## config.mk

```make
export PLATFORM = sky130hd
export DESIGN_NAME = acc_datapath
export DESIGN_NICKNAME = d
export VERILOG_FILES = /design/src/rtl/acc_datapath.sv
export SDC_FILE = /design/constraint.sdc
export NUM_CORES = 1
export LEC_CHECK = 0
export CORE_UTILIZATION = 45
export CTS_CLUSTER_DIAMETER = 30
export DETAILED_ROUTE_END_ITERATION = 10
export GPL_ROUTABILITY_DRIVEN = 0
export PLACE_DENSITY = 0.76
export SLEW_MARGIN = 5
export SYNTH_ARGS = -nofsm -noshare
export SYNTH_HDL_FRONTEND = slang
export SYNTH_SLANG_ARGS = --single-unit
```

## constraint.sdc

```tcl
create_clock -name clk -period 8.13 [get_ports clk]
set_clock_uncertainty 0.2 [all_clocks]
set_input_delay 0.813 -clock clk [delete_from_list [all_inputs] [get_ports clk]]
set_output_delay 0.813 -clock clk [all_outputs]
set_load 0.01 [all_outputs]
```

## src/rtl/acc_datapath.sv

```systemverilog
// Accumulator-processor datapath: IR/ACC/PC/output latch plus the ALU. Flags and mem_addr
// are combinational, register results appear one cycle after their enable, and there is no backpressure.
module acc_datapath #(
  parameter int DW = 8,
  parameter int AW = 8
) (
  input  logic          clk,
  input  logic          clr,
  input  logic [4:0]    alu,
  input  logic          muxa,
  input  logic          muxb,
  input  logic          muxc,
  input  logic          en_ir,
  input  logic          en_da,
  input  logic          en_pc,
  input  logic          rw,
  input  logic [DW-1:0] mem_rdata,
  input  logic [DW-1:0] io_rdata,
  output logic [7:0]    ir,
  output logic          carry,
  output logic          zero,
  output logic [AW-1:0] mem_addr,
  output logic [3:0]    io_addr,
  output logic [DW-1:0] io_wdata,
  output logic          io_wvalid,
  output logic [AW-1:0] pc,
  output logic [DW-1:0] acc
);

  localparam logic [4:0] ALU_ADD   = 5'b00000;
  localparam logic [4:0] ALU_AND   = 5'b00001;
  localparam logic [4:0] ALU_PASSA = 5'b00010;
  localparam logic [4:0] ALU_PASSB = 5'b00011;
  localparam logic [4:0] ALU_SUB   = 5'b01100;
  localparam logic [4:0] ALU_INC   = 5'b10100;
  localparam logic [DW:0] ONE      = (DW+1)'(1);

  logic [7:0]    ir_q,     ir_d;
  logic [DW-1:0] acc_q,    acc_d;
  logic [AW-1:0] pc_q,     pc_d;
  logic [DW-1:0] wdata_q,  wdata_d;
  logic          wvalid_q, wvalid_d;

  logic [DW-1:0] opa, opb, y;
  logic [DW:0]   res;

  always_comb begin
    opa = muxa ? DW'(pc_q) : acc_q;
    if (muxc)      opb = io_rdata;
    else if (muxb) opb = mem_rdata;
    else           opb = DW'(ir_q[3:0]);
  end

  // Extra top bit of res holds the carry-out; logical ops leave it clear.
  always_comb begin
    res = '0;
    case (alu)
      ALU_ADD:   res = {1'b0, opa} + {1'b0, opb};
      ALU_AND:   res = {1'b0, opa & opb};
      ALU_PASSA: res = {1'b0, opa};
      ALU_PASSB: res = {1'b0, opb};
      ALU_SUB:   res = {1'b0, opa} + {1'b0, ~opb} + ONE;
      ALU_INC:   res = {1'b0, opa} + ONE;
      default:   res = '0;
    endcase
    y = res[DW-1:0];
  end

  always_comb begin
    ir_d     = en_ir ? mem_rdata[7:0] : ir_q;
    acc_d    = en_da ? y : acc_q;
    pc_d     = en_pc ? y[AW-1:0] : pc_q;
    wdata_d  = rw ? acc_q : wdata_q;
    wvalid_d = rw;
  end

  always_ff @(posedge clk or negedge clr) begin
    if (!clr) begin
      ir_q     <= '0;
      acc_q    <= '0;
      pc_q     <= '0;
      wdata_q  <= '0;
      wvalid_q <= 1'b0;
    end else begin
      ir_q     <= ir_d;
      acc_q    <= acc_d;
      pc_q     <= pc_d;
      wdata_q  <= wdata_d;
      wvalid_q <= wvalid_d;
    end
  end

  assign carry     = res[DW];
  assign zero      = (y == '0);
  assign mem_addr  = muxb ? AW'(ir_q[3:0]) : pc_q;
  assign ir        = ir_q;
  assign io_addr   = ir_q[3:0];
  assign io_wdata  = wdata_q;
  assign io_wvalid = wvalid_q;
  assign pc        = pc_q;
  assign acc       = acc_q;

endmodule
```

After elaboration in Yosys (flattened, before gate mapping)
Index checks and enable logic that the tools add are counted.

operators by class
  add/sub/neg operators = 4
  equality and inequality tests = 5
  muxes and demuxes = 5
  bitwise gates (word level) = 2
  reduce and logical (&&, ||, !) cells = 2

operators with widths
  operator             number
  $pmux 9 s6           1
  $mux 8               4
  $add 8x8->9          2
  $eq 5x2->1 const B   2
  $add 8x1->9 const B  1
  $add 9x1->9 const B  1
  $and 8x8->8          1
  $logic_not 8->1      1
  $not 8->8            1
  $eq 5x1->1 const B   1
  $eq 5x4->1 const B   1
  $eq 5x5->1 const B   1
  $logic_not 5->1      1

storage, ports and cells
  register bits after elaboration = 33
  output and inout bits = 47
  logic and storage cells = 23

Depth between registers and ports, before layout
Gate-level depths: netlist (run 1).

  word-level depth = 7
  depth in mapped cells = 14
  mapped depth without buffers = 13

Worst setup path before layout (run 1)
No wires, ideal clock.

  path type = input to output
  from = in alu[0]
  to = out zero
  arrival = 3257 ps
  required time = 7117 ps
  path slack = 3860 ps
  cell stages on the path = 12
  path through = buf_6 > nor3_1 > and3_2 > clkbuf_1 > nor2_1 > ha_1 > or2_2 > nand3_1 > a32oi_1 > mux2i_1 > a211oi_1 > nor4b_2

between the ends
  cells in the longest elaborated chain, start to end = 3
  elaborated cells on any way between the ends = 8
  those cells by class = eq/ne (5); mux (1); reduce/logical (2)

ends and longest elaborated chain
  item                                      RTL line  source
  start, declared                           9         input logic [4:0] alu,
  $eq 5x5->1, or another cell as far along  57        case (alu)
  $pmux 9 s6 *                              57
  $logic_not 8->1 *                         94        assign zero = (y == '0);
  end, declared                             21        output logic zero,

Mark *: on every way between the ends. The rest lies on a longest branch, timed or not.

Worst setup path after layout (run 1)
  from = in muxb
  to = out zero

between the ends
  cells in the longest elaborated chain, start to end = 7
  elaborated cells on any way between the ends = 9
  those cells by class = add/sub (3); mux (3); bitwise (2); reduce/logical (1)

ends and longest elaborated chain
  item               RTL line  source
  start, declared    11        input logic muxb,
  $mux 8 *           50        else if (muxb) opb = mem_rdata;
  $mux 8 *           49        if (muxc) opb = io_rdata;
  $not 8->8          62        ALU_SUB: res = {1'b0, opa} + {1'b0, ~opb} + ONE;
  $add 8x8->9        62
  $add 9x1->9        62
  $pmux 9 s6 *       57
  $logic_not 8->1 *  94

Marks and branches as above.

==> results.sh, run 1 <==
export IMPL_status="finished, final reports clean"
export IMPL_post_cts_setup_buffers=0
export IMPL_grt_pass1_wl_um=11660
export IMPL_cts_buffers=5
export IMPL_cts_root_buf="clkbuf_8"
export IMPL_syn_avg_cell_area_sq_um=9.479
export IMPL_clkLatencyLatePin_ns=0.28
export IMPL_num_antenna_cells=0
export IMPL_arrival_ns=4.84
export IMPL_irDropWorstVdd_mv=0.08479
export IMPL_netlist_area_sq_um=2683
export IMPL_final_area_sq_um=3553
export IMPL_synthTopCellsByArea="dfrtp_1, ha_1, mux2_2"
export IMPL_cp_depth=13
export IMPL_drv_slew=0
export IMPL_ys_seq_area_frac=0.3078
export IMPL_h_tree_depth=2
export IMPL_yosysTopAreaCellShare=0.3078
export IMPL_p_leak_uw=0.001554
export IMPL_tightest_slew_ns=0.8762
export IMPL_grt_usage=0.2428
export IMPL_synth_edf_count=0
export IMPL_rr_worst_depth=9
export IMPL_die_y_um=79.21
export IMPL_hp_class="register to register"
export IMPL_critPathBufInv=4
export IMPL_finalSetupViolations=0
export IMPL_worst_setup_path_type="input pin to primary output"
export IMPL_p_per_area_nw_per_um2=170.1
export IMPL_drive_gt1_frac=0.1339
export IMPL_overflow=0
export IMPL_synth_warnings=0
export IMPL_dpl_worst_slack_ns=2.319
export IMPL_slew_limit_headroom=0.4110
export IMPL_synth_top_area_cell="dfrtp_1"
export IMPL_final_cell_mix="clkdlybuf4s50_1, dfrtp_1, nor2_1, a21oi_1, mux2_2"
export IMPL_antenna_found_initial=0
export IMPL_ctsHoldBuffers=0
export IMPL_critical_path_top_delay_family="buffers and inverters"
export IMPL_totalWireLength_um=7137
export IMPL_placed_cell_area_sq_um=3437
export IMPL_ioPinCount=77
export IMPL_num_rows=27
export IMPL_portBuffers=76
export IMPL_setup_tns_final_ns=0
export IMPL_dr_pass1_iters=4
export IMPL_cp_slowest_stage_delay_ns=0.92
export IMPL_cp_cell_sequence="clkdlybuf4s50_1 > mux2i_1 > nor2_1 > a21oi_1 > inv_1 > ha_1 > inv_1 > fa_1 > a222oi_1 > o221a_2 > nand3_1 > nor4b_2 > clkdlybuf4s50_1"
export IMPL_cp_start_kind="input pin"
export IMPL_synth_flop_cell="dfrtp_1"
export IMPL_synth_cells=283
export IMPL_wire_per_inst_um=16.87
export IMPL_hold_depth=1
export IMPL_rsz0062_at_grt="no"
export IMPL_cts_tree="built"
export IMPL_synthesis_nets=339
export IMPL_drcViolationCount=0
export IMPL_ys_async_sr_fraction=1.000
export IMPL_start_util=0.4755
export IMPL_crit_required_ns=7.12
export IMPL_final_common_cell="clkdlybuf4s50_1"
export IMPL_cp_end_kind="primary output"
export IMPL_die_x_um=79.21
export IMPL_die_area_sq_um=6274
export IMPL_grt_max_degree=34
export IMPL_fmax_mhz=170.9
export IMPL_first_iter_violations=141
export IMPL_vias=2378
export IMPL_nets=406
export IMPL_synth_cell_types=58
export IMPL_cap_violations=0
export IMPL_first_global_vias=2403
export IMPL_layout_setup_ws_ns=2.279
export IMPL_clk_pin_slew_ns=0.06
export IMPL_core_sq_um=5642
export IMPL_hpwlAfterDp_um=5591
export IMPL_period_needed_ns=5.851
export IMPL_critPathMaxFanout=14
export IMPL_cts_buffer_depth=2
export IMPL_crit_path_top_delay_cell="clkdlybuf4s50_1"
export IMPL_postRouteAntennaNets=0
export IMPL_area_growth_pct=32.46
export IMPL_finalCritPeriodShare=0.7196
export IMPL_hold_violations=0
export IMPL_synth_seq_cells=33
export IMPL_cts_resized=0
export IMPL_clock_sinks=33
export IMPL_viasPerCell=5.622
## power breakdown
group | switching, uW | total (uW) | internal (uW)
Clock | 60.2 | 160 | 99.9
Combinational | 120 | 246 | 127
Sequential | 15.5 | 198 | 182
Total | 195 | 605 | 409
## synth_stat cells, types with 2 or more instances
| master | count |
|---|---|
| o211a_1 | 2 |
| a21oi_1 | 27 |
| and3_2 | 2 |
| o21a_1 | 5 |
| a211oi_1 | 3 |
| nor3b_1 | 3 |
| a22oi_1 | 3 |
| buf_1 | 2 |
| xnor2_1 | 5 |
| clkbuf_1 | 6 |
| nor2b_1 | 7 |
| nor2_1 | 32 |
| fa_1 | 2 |
| a22o_1 | 4 |
| buf_4 | 4 |
| o221ai_1 | 2 |
| a222oi_1 | 2 |
| nand3_1 | 3 |
| buf_6 | 3 |
| nand2b_1 | 3 |
| o221a_2 | 2 |
| o21bai_1 | 3 |
| dfrtp_1 | 33 |
| nor3_1 | 2 |
| mux2_2 | 26 |
| a221o_1 | 2 |
| nand2_1 | 10 |
| xor2_1 | 4 |
| a21o_1 | 2 |
| o22ai_1 | 3 |
| buf_2 | 2 |
| inv_1 | 18 |
| o21ai_0 | 2 |
| mux2i_1 | 7 |
| ha_1 | 24 |
## state kept, by name (all words and copies together) (netlist names)
| register | cells |
|---|---|
| ir | 8 |
| pc | 8 |
| acc | 8 |
| io_wdata | 8 |
| io_wvalid | 1 |
## final timing paths
check | startpoint | end | slack, ns
max | muxb | zero | 2.28
min | ir[7] | ir[7] | 0.31
max reg2reg | pc[1] | pc[6] | 5.02
min reg2reg | ir[7] | ir[7] | 0.31
max in group asynchronous | clr | io_wdata[3] | 6.69
min in group asynchronous | clr | io_wvalid | 0.74
## cell type report
type / count / area (sq um)
fillers: 468 / 2088
clock buffers: 7 / 86.33
clock inverters: 1 / 30.03
multi-input cells: 214 / 1682
inverters: 19 / 71.32
well taps: 72 / 90.09
flip-flops and latches: 33 / 825.8
repair buffers: 77 / 768.2
## metrics by stage
step                hold WS (ns)  utilization  instances  total power [uW]
floorplan                 0.3174            -        283             344.6
global placement          0.2900       0.6092        415             438.1
detailed placement        0.2946       0.6092        415             445.5
CTS                       0.3107       0.6299        423             607.3
global route              0.3254       0.6299        423             640.8
finish                    0.3054       0.6299        423             604.6
## cell families after synthesis
logic type | Yosys count | synth area share
AOI/OAI and AO/OA | 71 | 0.1861
xor gates and xnor gates | 9 | 0.02938
adders and majority gates | 26 | 0.1269
buffers and inverters | 36 | 0.06530
DFF | 33 | 0.3078
muxes | 33 | 0.1353
and+or+nand+nor | 75 | 0.1493
## layer usage
layer	GRT usage	wire length, um	up-vias	part of all wire
met5	0	0	-	0
met4	0.04545	48	0	0.0067
met3	0.04023	439	7	0.062
met2	0.4414	3512	89	0.49
met1	0.3015	3136	1135	0.44
li1	-	-	1147	-
(Power assumes the default switching activity.)
==> inputs of run 2 (changes only) <==
- clock period: 8.13 -> 6 ns (I/O delays scaled with it)
==> results.sh, run 2 (same netlist as run 1, synthesis figures left out) <==
export IMPL_finalCritPeriodShare=0.8685
export IMPL_cts_buffer_depth=2
export IMPL_drive_gt1_frac=0.1364
export IMPL_worst_setup_path_type="input pin to primary output"
export IMPL_grt_usage=0.2312
export IMPL_cp_start_kind="input pin"
export IMPL_portBuffers=76
export IMPL_core_sq_um=5642
export IMPL_viasPerCell=5.583
export IMPL_num_antenna_cells=0
export IMPL_power_internal_uw=499.2
export IMPL_nets=407
export IMPL_start_util=0.4755
export IMPL_area_growth_pct=31.48
export IMPL_vias=2367
export IMPL_first_iter_violations=150
export IMPL_cts_tree="built"
export IMPL_postRouteAntennaNets=0
export IMPL_p_switching_uw=258.8
export IMPL_crit_required_ns=5.20
export IMPL_power_frac_seq=0.354
export IMPL_drv_slew=0
export IMPL_slew_limit_headroom=0.4159
export IMPL_drcViolationCount=0
export IMPL_use_met1=0.2977
export IMPL_antenna_found_initial=0
export IMPL_grt_pass1_wl_um=11100
export IMPL_hpwlAfterDp_um=5417
export IMPL_cts_root_buf="clkbuf_8"
export IMPL_placed_cell_area_sq_um=3445
export IMPL_dr_pass1_iters=4
export IMPL_wire_per_inst_um=16.39
export IMPL_ioPinCount=77
export IMPL_pwr_share_comb=0.436
export IMPL_grt_max_degree=34
export IMPL_final_area_sq_um=3527
export IMPL_finalSetupViolations=0
export IMPL_arrival_ns=4.41
export IMPL_totalWireLength_um=6951
export IMPL_num_rows=27
export IMPL_grt_busiest_layer="met2"
export IMPL_hold_ws_ns=0.3045
export IMPL_hp_class="register to register"
export IMPL_switching_share=0.3414
export IMPL_p_per_area_nw_per_um2=214.9
export IMPL_reg2reg_slack_ns=2.90
export IMPL_rsz0062_at_grt="no"
export IMPL_first_global_vias=2263
export IMPL_critPathMaxFanout=8
export IMPL_post_cts_setup_buffers=0
export IMPL_p_leak_uw=0.001546
export IMPL_globalRouteMet3Util=0.06207
export IMPL_period_needed_ns=5.211
export IMPL_fmax_mhz=191.9
export IMPL_layout_setup_ws_ns=0.7891
export IMPL_cp_end_kind="primary output"
export IMPL_die_y_um=79.21
export IMPL_clk_pin_slew_ns=0.06
export IMPL_p_clk_frac=0.210
export IMPL_dpl_worst_slack_ns=0.8260
export IMPL_setup_tns_final_ns=0
export IMPL_cts_buffers=5
export IMPL_final_common_cell="clkdlybuf4s50_1"
export IMPL_status="finished, final reports clean"
export IMPL_clkLatencyLatePin_ns=0.28
export IMPL_irDropWorstVdd_mv=0.1844
export IMPL_clock_sinks=33
export IMPL_tightest_slew_ns=0.8689
export IMPL_fillCellCount=498
export IMPL_overflow=0
export IMPL_h_tree_depth=2
export IMPL_final_cell_mix="clkdlybuf4s50_1, dfrtp_1, nor2_1, a21oi_1, mux2_2"
export IMPL_die_x_um=79.21
export IMPL_hold_violations=0
export IMPL_cts_resized=0
export IMPL_cap_violations=0
export IMPL_use_met2=0.3922
export IMPL_ctsHoldBuffers=0
export IMPL_die_area_sq_um=6274
-- run 2: cell count changes in the layout (fill, tap and decap cells not counted), sizes merged --
| cell | before | now |
|---|---|---|
| bufinv | 1 | 0 |
| buf | 1 | 2 |
| clkinv | 0 | 2 |
| clkbuf | 7 | 6 |
-- run 2: through the flow --
step                      cells    util  total power (uW)
after floorplan             283       -             466.9
after global placement      416  0.6106             592.4
after detailed placement    416  0.6106             600.8
after CTS                   424  0.6252             763.9
after global routing        424  0.6252             806.5
final                       424  0.6252             758.0
-- run 2: per-layer routing --
layer | vias to the layer above | routed length (um) | share of wire
li1 | 1148 | - | -
met1 | 1118 | 3008 | 0.43
met2 | 97 | 3359 | 0.48
met3 | 4 | 539 | 0.078
met4 | 0 | 43 | 0.0062
met5 | - | 0 | 0
-- run 2: cell type report --
class,instances,area (sq um),share of cell area
clock buffer,6,72.57,0.02057
sequential,33,825.8,0.2341
tap,72,90.09,0.02554
multi-input combinational,214,1682,0.4768
clock inverter,2,10.01,0.002838
timing repair buffer,78,775.7,0.2199
inverter,19,71.32,0.02022
-- run 2: worst paths after layout --
check                       startpoint           to  depth (start not counted)
min reg2reg                io_wdata[0]  io_wdata[0]                          1
max reg2reg                      ir[0]        pc[6]                         13
min                        io_wdata[0]  io_wdata[0]                          1
max in group asynchronous          clr  io_wdata[5]                          2
max                               muxa         zero                         11
min in group asynchronous          clr    io_wvalid                          2
-- run 2: power by group through the flow --
stage               clock network [uW]  registers, uW  logic [uW]
floorplan                            0            280         187
global placement                     0            271         321
detailed placement                   0            272         328
CTS                                165            268         331
global route                       173            272         361
finish                             159            268         331
-- run 2: worst max-delay path, cell delays in order --
cell and delay [ns]:
clkdlybuf4s50_1 0.72, mux2i_1 0.41, inv_1 0.18, fa_1 0.46, a211oi_1 0.40, o21bai_1 0.14
a21oi_1 0.25, xnor2_1 0.19, o221ai_1 0.17, nor4b_2 0.30, clkdlybuf4s50_1 0.58
